**config.mk**
```make
export PLATFORM = sky130hd
export DESIGN_NAME = reg_pipe
export DESIGN_NICKNAME = d
export VERILOG_FILES = /design/src/rtl/reg_pipe_pkg.sv /design/src/rtl/reg_slice.sv /design/src/rtl/reg_pipe.sv
export SDC_FILE = /design/constraint.sdc
export NUM_CORES = 1
export LEC_CHECK = 0
export BUFFER_PORTS_ARGS = -buffer_cell sky130_fd_sc_hd__buf_2
export CORE_ASPECT_RATIO = 1.5
export CORE_MARGIN = 2
export CORE_UTILIZATION = 30
export CTS_CLUSTER_SIZE = 28
export DETAILED_ROUTE_END_ITERATION = 8
export GPL_TIMING_DRIVEN = 1
export PLACE_DENSITY = 0.52
export SLEW_MARGIN = 20
export SYNTH_ARGS = -nofsm -noshare
export SYNTH_HDL_FRONTEND = slang
export SYNTH_SLANG_ARGS = --single-unit
```
**constraint.sdc**
```tcl
create_clock -name clk -period 1.73 [get_ports clk]
set_input_delay 0.0865 -clock clk [delete_from_list [all_inputs] [get_ports clk]]
set_output_delay 0.0865 -clock clk [all_outputs]
set_load 0.05 [all_outputs]
```
**src/rtl/reg_pipe_pkg.sv**
```systemverilog
// Shared types and helpers for the elastic register pipeline.
// Holds the slice state encoding and the occupancy-counter width rule.
package reg_pipe_pkg;

  typedef enum logic [1:0] {
    EMPTY = 2'b00,
    BUSY  = 2'b01,
    FULL  = 2'b10
  } slice_state_e;

  // Each slice holds up to two words, so count must reach 2*STAGES inclusive.
  function automatic int count_width(input int stages);
    return $clog2(2 * stages + 1);
  endfunction

endpackage

```
**src/rtl/reg_slice.sv**
```systemverilog
// One skid-buffer slice: a main and a skid register with valid/ready on both sides.
// in_ready comes from a flop, so there is no combinational out_ready -> in_ready path.
module reg_slice
  import reg_pipe_pkg::*;
#(
  parameter int WIDTH = 16
) (
  input  logic             clk,
  input  logic             rst,
  input  logic             flush,
  input  logic [WIDTH-1:0] in_data,
  input  logic             in_valid,
  output logic             in_ready,
  output logic [WIDTH-1:0] out_data,
  output logic             out_valid,
  input  logic             out_ready
);

  slice_state_e     state_q, state_d;
  logic [WIDTH-1:0] main_q, main_d;
  logic [WIDTH-1:0] skid_q, skid_d;
  logic             ready_q;
  logic             in_xfer;
  logic             out_xfer;

  // Flush blocks new words in the same cycle it discards held ones.
  assign in_ready  = ready_q & ~flush;
  assign out_valid = (state_q != EMPTY);
  assign out_data  = main_q;
  assign in_xfer   = in_valid & in_ready;
  assign out_xfer  = out_valid & out_ready;

  always_comb begin
    state_d = state_q;
    main_d  = main_q;
    skid_d  = skid_q;
    case (state_q)
      EMPTY: begin
        if (in_xfer) begin
          state_d = BUSY;
          main_d  = in_data;
        end
      end
      BUSY: begin
        if (in_xfer && out_xfer) begin
          main_d = in_data;
        end else if (in_xfer) begin
          state_d = FULL;
          skid_d  = in_data;
        end else if (out_xfer) begin
          state_d = EMPTY;
        end
      end
      FULL: begin
        if (out_xfer) begin
          state_d = BUSY;
          main_d  = skid_q;
        end
      end
      default: state_d = EMPTY;
    endcase
  end

  always_ff @(posedge clk) begin
    if (rst) begin
      state_q <= EMPTY;
      main_q  <= '0;
      skid_q  <= '0;
      ready_q <= 1'b1;
    end else if (flush) begin
      // Data registers keep their contents; only the valid state is discarded.
      state_q <= EMPTY;
      ready_q <= 1'b1;
    end else begin
      state_q <= state_d;
      main_q  <= main_d;
      skid_q  <= skid_d;
      ready_q <= (state_d != FULL);
    end
  end

endmodule

```
**src/rtl/reg_pipe.sv**
```systemverilog
// Elastic register pipeline: STAGES chained skid slices plus an occupancy counter.
// Capacity is 2*STAGES words; order is preserved end to end.
module reg_pipe
  import reg_pipe_pkg::*;
#(
  parameter int WIDTH  = 16,
  parameter int STAGES = 2
) (
  input  logic                             clk,
  input  logic                             rst,
  input  logic                             flush,
  input  logic [WIDTH-1:0]                 in_data,
  input  logic                             in_valid,
  output logic                             in_ready,
  output logic [WIDTH-1:0]                 out_data,
  output logic                             out_valid,
  input  logic                             out_ready,
  output logic [count_width(STAGES)-1:0]   count
);

  localparam int CW = count_width(STAGES);

  logic [WIDTH-1:0] s_data  [STAGES+1];
  logic             s_valid [STAGES+1];
  logic             s_ready [STAGES+1];
  logic [CW-1:0]    count_q, count_d;
  logic             in_xfer;
  logic             out_xfer;

  assign s_data[0]      = in_data;
  assign s_valid[0]     = in_valid;
  assign in_ready       = s_ready[0];
  assign out_data       = s_data[STAGES];
  assign out_valid      = s_valid[STAGES];
  assign s_ready[STAGES] = out_ready;

  for (genvar k = 0; k < STAGES; k++) begin : g_slice
    reg_slice #(.WIDTH(WIDTH)) u_slice (
      .clk       (clk),
      .rst       (rst),
      .flush     (flush),
      .in_data   (s_data[k]),
      .in_valid  (s_valid[k]),
      .in_ready  (s_ready[k]),
      .out_data  (s_data[k+1]),
      .out_valid (s_valid[k+1]),
      .out_ready (s_ready[k+1])
    );
  end

  assign in_xfer  = in_valid & in_ready;
  assign out_xfer = out_valid & out_ready;
  assign count    = count_q;

  always_comb begin
    count_d = count_q;
    case ({in_xfer, out_xfer})
      2'b10:   count_d = count_q + CW'(1);
      2'b01:   count_d = count_q - CW'(1);
      default: count_d = count_q;
    endcase
  end

  always_ff @(posedge clk) begin
    if (rst || flush) begin
      count_q <= '0;
    end else begin
      count_q <= count_d;
    end
  end

endmodule
```
Word level (Yosys, flattened, before mapping)
Index checks and enable logic that the tools add are counted.
Operators by class
  $add $sub $neg: 2
  equal/unequal tests: 14
  multiplexer cells: 21
  bitwise gates (word level): 8
  reduce and logical (&&, ||, !) cells: 15
Operators with widths (count)
  $mux W16: 6
  $pmux W16 S3: 2
  $mux W2: 10
  $pmux W2 S3: 2
  $ne A2 B1 Y1 const B: 5
  $reduce_and A5 Y1: 2
  $reduce_and A4 Y1: 2
  $eq A2 B1 Y1 const B: 3
  $eq A2 B2 Y1 const B: 3
  $ne A2 B2 Y1 const B: 3
  $pmux W3 S2: 1
  $reduce_bool A2 Y1: 3
  $reduce_bool A3 Y1: 2
  $and A1 B1 Y1: 5
  $logic_not A2 Y1: 2
  $add A3 B1 Y3 const B: 1
  $not A1 Y1: 3
  $sub A3 B1 Y3 const B: 1
  $logic_and A1 B1 Y1: 2
  $reduce_or A2 Y1: 1
  $logic_or A1 B1 Y1: 1
Storage, ports and cells
  register bits after elaboration: 73
  input bits: 21
  output and inout bits: 21
  logic and storage cells: 69

Depth between registers and ports, before layout
  word-level depth: 8
  depth in mapped cells: 6
  depth with buffers taken out: 6

Modules after synthesis
Synthesis repeated with hierarchy kept, for this count alone.
Second synthesis, totals
  cell total of the unflattened synthesis: 303
  area, all modules: 3069.2 µm²
Modules (own cells, without submodules)
  reg_slice: times used 2, cells each 144, area each 1455.1 µm², seq. area each 700.7 µm²
  reg_pipe: times used 1, cells each 15, area each 158.9 µm², seq. area each 60.1 µm²

Least setup slack after synthesis
No wires, ideal clock.
  kind: flip-flop to flip-flop
  from: reg count_q[0] (netlist: count[0])
  to: reg count_q[2] (netlist: count[2])
  library setup time: 0.125 ns
  arrival time: 1.656 ns
  required time: 1.605 ns
  setup slack: -0.051 ns
  stages on the path, launching flop included: 6
  path buffers: 0
  period minus slack after synthesis: 1.781 ns
  cell sequence: dfxtp_1 > inv_1 > fa_1 > nor3_1 > o21ai_0 > nor3b_1
On the way
  word-level cells in the longest chain between the ends: 2
  elaborated cells between the ends (all ways): 3
  classes of those cells: add/sub: 2; mux: 1
Ends and longest elaborated chain
  start: declaration: line reg_pipe.sv:26  | logic [CW-1:0] count_q, count_d;
  start signal: assignment: line reg_pipe.sv:68  | count_q <= count_d;
  $sub A3 B1 Y3 / $add A3 B1 Y3 (equally long branches): line reg_pipe.sv:59, reg_pipe.sv:58
  $pmux W3 S2 *: line reg_pipe.sv:57  | case ({in_xfer, out_xfer})
Mark *: on every way between the ends. The rest lies on a longest branch, timed or not.
A chain may end at the register's enable or synchronous reset.

Worst setup path in the final report
  from: reg g_slice[0].u_slice.state_q[0]
  to: reg g_slice[1].u_slice.main_q[8]
On the way
  word-level cells in the longest chain between the ends: 5
  elaborated cells between the ends (all ways): 6
  classes of those cells: eq/ne: 2; bitwise: 1; reduce/logical: 3
Ends and longest elaborated chain
  start: declaration: line reg_slice.sv:19  | slice_state_e state_q, state_d;
  start signal: assignment: line reg_slice.sv:75  | state_q <= state_d;
  $reduce_bool A2 Y1 *: line reg_slice.sv:28  | assign out_valid = (state_q != EMPTY);
  $and A1 B1 Y1 *: line reg_slice.sv:30  | assign in_xfer = in_valid & in_ready;
  $logic_and A1 B1 Y1: line reg_slice.sv:45  | if (in_xfer && out_xfer) begin
  $ne A2 B1 Y1 (no source line)
  $reduce_and A5 Y1 (no source line) *
  end signal: assignment: line reg_slice.sv:76  | main_q <= main_d;
  end: declaration: line reg_slice.sv:20  | logic [WIDTH-1:0] main_q, main_d;
Marks and branches as above.

==> qor.yml <==
p_leak_nw: 1.84
holdCritPathClass: "input pin to flop"
ant_nets: 0
timing.final.crit_share_pct: 94.1
cts_num_sinks: 73
p_clk_share_pct: 48.5
syn_to_final_growth_pct: 25.3
synth_area_sq_um: 3250
sw_frac_of_total_pct: 23.0
synthCells: 342
synth-simple-area-share_pct: 18.8
antennaDiodeCount: 0
max-cap-violations: 0
dieHeight_um: 131
p_seq_share_pct: 45.7
dieArea_sq_um: 11700
synth-seq-cells: 73
critPathKind: "flop to flop"
mappedNetlistNets: 364
yosysUniqueCellTypes: 34
dpl.hpwl_um: 4430
cts_tree: "built"
num_rows: 46
utilization_pct: 38.4
grt_usage_pct: 12.4
fin_area_sq_um: 4070
layout_min_cycle_time_ps: 1630
fmax_mhz: 614
ios: 42
grt_pass1_wl_um: 11400
vias: 2420
first_iter_violations: 144
numPlacedInstances: 519
clk_latency_ps: 340
fill_cells: 1105
final_layout_size_suffix_gt1_share_pct: 24.9
vias_per_cell: 4.46
yosys_warnings: 0
crit_required_ps: 1950
synth-xor-area-share_pct: 0.539
cts-root-buf: "clkbuf_16"
clock_skew_ps: 4.94
synth_compound_area_share_pct: 8.40
first_pass_iters: 4
synth.area.mux_share_pct: 22.1
cp-start-kind: "flop"
cp.arrival_ps: 1850
tightest_slew_ps: 302
cp_max_fo: 16
finalSetupViolations: 0
initial_utilization_pct: 30.7
grt-ovfl-total: 0
place_area_sq_um: 3700
synth_fa_ha_area_share_pct: 0.616
final_max_slew_viol_count: 0
endpoint_kind: "flop"
p_per_area_nw_per_um2: 932
status: "finished clean"
port_buffers: 41
clk_path_buf_depth: 2
synth_top_family_by_area: "multiplexers"
ir_drop_uv: 440
path_clk_slew_ps: 60
globalplace.congestion: 0.734
drt-total-wl_um: 6460
seq_area_frac_synth_pct: 45.0
layoutNonFillerInstCount: 542
p_int_mw: 2.92
grt_pass1_vias: 2404
combPwrFrac_pct: 5.8
hold_viol: 0
wire_per_inst_um: 11.9
cts_inserted_buffers: 9
die_w_um: 89.0
syn_area_per_cell_sq_um: 9.50
grt_max_degree: 64
slew_headroom_pct: 79.8
num-nets-final: 415
drc: 0
htreeDepth: 3
switchingPower_uw: 873
grt_antenna_before_repair: 0
core_area_sq_um: 10600
## cell usage in the layout, fill, tap and decap left out, types with 2 or more instances in the layout
cell type      netlist  routed
a21oi_1             16      16
buf_2                5      41
mux2_4              10      10
buf_4                1      12
o21a_1               3       3
nor2_1              55      55
buf_12               0       5
and3_1               2       2
mux2_2               6       6
nor2b_1             19      19
clkbuf_16            0       9
nand2_1             34      34
or2_2                2       2
dfxtp_2              0       2
clkinv_2             0       3
dlygate4sd3_1        0       6
nor3_1               4       3
mux2i_1             50      50
inv_1                6       6
nand2b_1             6       6
a211oi_1            17      17
dfxtp_1             73      71
xnor2_1              2       2
## layout make-up
class,instances,area (sq um),area share (%)
Clock buffer,9,225,5.53
Clock inverter,7,70.1,1.72
Inverter,6,22.5,0.553
Timing Repair Buffer,64,455,11.2
Sequential cell,73,1460,36.0
Tap cell,144,180,4.43
Multi-Input combinational cell,239,1650,40.6
## power by group through the flow
stage | sequential, mW | combinational (mW) | clock (mW)
after global placement | 1.77 | 0.207 | 0
after floorplan | 1.77 | 0.127 | 0
final | 1.73 | 0.219 | 1.84
after global routing | 1.74 | 0.247 | 1.97
after CTS | 1.73 | 0.220 | 1.89
after detailed placement | 1.77 | 0.209 | 0
## state kept, by name, summed over array words and instances, names as in the netlist
| name | count |
|---|---|
| count | 3 |
| g_slice.u_slice.out_data | 32 |
| g_slice.u_slice.ready_q | 2 |
| g_slice.u_slice.skid_q | 32 |
| g_slice.u_slice.state_q | 4 |
## kinds of logic (layout without fill, tap and decap cells)
family          Yosys count  count (layout)
compound gates           41              41
xor+xnor                  2               2
fa+ha+maj                 1               1
buf+inv                  30              86
flops                    73              73
mux                      66              66
simple gates            129             129
## metal layers
layer | wire [um] | up-vias | part of all wire (%) | global-route usage [%]
li1 | - | 1268 | - | -
met1 | 3140 | 1107 | 49 | 16.5
met2 | 2890 | 36 | 45 | 18.3
met3 | 244 | 9 | 3.8 | 2.64
met4 | 179 | 0 | 2.8 | 6.72
met5 | 0 | - | 0 | 0
## final timing paths
check	depth (start not counted)	startpoint	slack (ps)	end
setup / recovery	5	g_slice[0].u_slice.state_q[0]$_SDFF_PP0_	100	g_slice[1].u_slice.out_data[8]$_SDFFE_PP0P_
hold / removal	3	in_data[11]	5	g_slice[0].u_slice.skid_q[11]$_SDFFE_PP0P_
setup reg to reg	5	g_slice[0].u_slice.state_q[0]$_SDFF_PP0_	100	g_slice[1].u_slice.out_data[8]$_SDFFE_PP0P_
hold reg to reg	2	g_slice[1].u_slice.skid_q[0]$_SDFFE_PP0P_	490	g_slice[1].u_slice.skid_q[0]$_SDFFE_PP0P_
## cell usage after synthesis
cell        n  area share (%)
a32o_1      1            0.31
xnor2_1     2            0.54
o31ai_2     1            0.39
a21oi_1    16             2.5
nand2_1    34             3.9
or3_1       1            0.19
nand3b_1    1            0.23
buf_8       1            0.46
buf_6       2            0.69
o32a_1      1            0.31
mux2_4     10             4.6
or3_4       1            0.35
buf_4       1            0.23
and3_1      2            0.39
or2_2       2            0.39
mux2i_1    50              15
clkbuf_1   10             1.2
a211oi_1   17             3.9
o21a_1      3            0.69
buf_1       5            0.58
o21ai_0     2            0.31
mux2_2      6             2.1
nor3b_1     1            0.23
nor2b_1    19             3.7
buf_2       5            0.77
fa_1        1            0.62
nor2_1     55             6.4
dfxtp_1    73              45
nand2b_1    6             1.2
or3b_1      1            0.27
nor4_4      1            0.65
inv_1       6            0.69
nor3_1      4            0.62
nand4bb_1   1            0.35
## worst max-delay path, stage by stage (launching register included)
cell and delay [ps]:
dfxtp_1 390, nor2_1 110, or3_4 350, o32a_1 200
buf_12 170, mux2_4 290
## per-stage QoR
stage                     worst slack, ps  setup TNS, ps  total power, mW  hold slack, ps
after floorplan                      1.12              0             1.90             164
after global placement                144              0             1.98             333
after detailed placement             92.1              0             1.98             339
after CTS                            82.0              0             3.85           0.680
after global routing               -0.490         -0.490             3.96            7.44
final                                 102              0             3.79            4.86
## what timing repair did
| action | CTS | global route |
|---|---|---|
| hold endpoints to repair | 6 | 0 |
| buffers inserted | 0 | 1 |
| hold buffers | 6 | 0 |
| setup endpoints to repair | 0 | 5 |
| gates resized for setup | 0 | 4 |
Power figures use the tool's default switching activity.
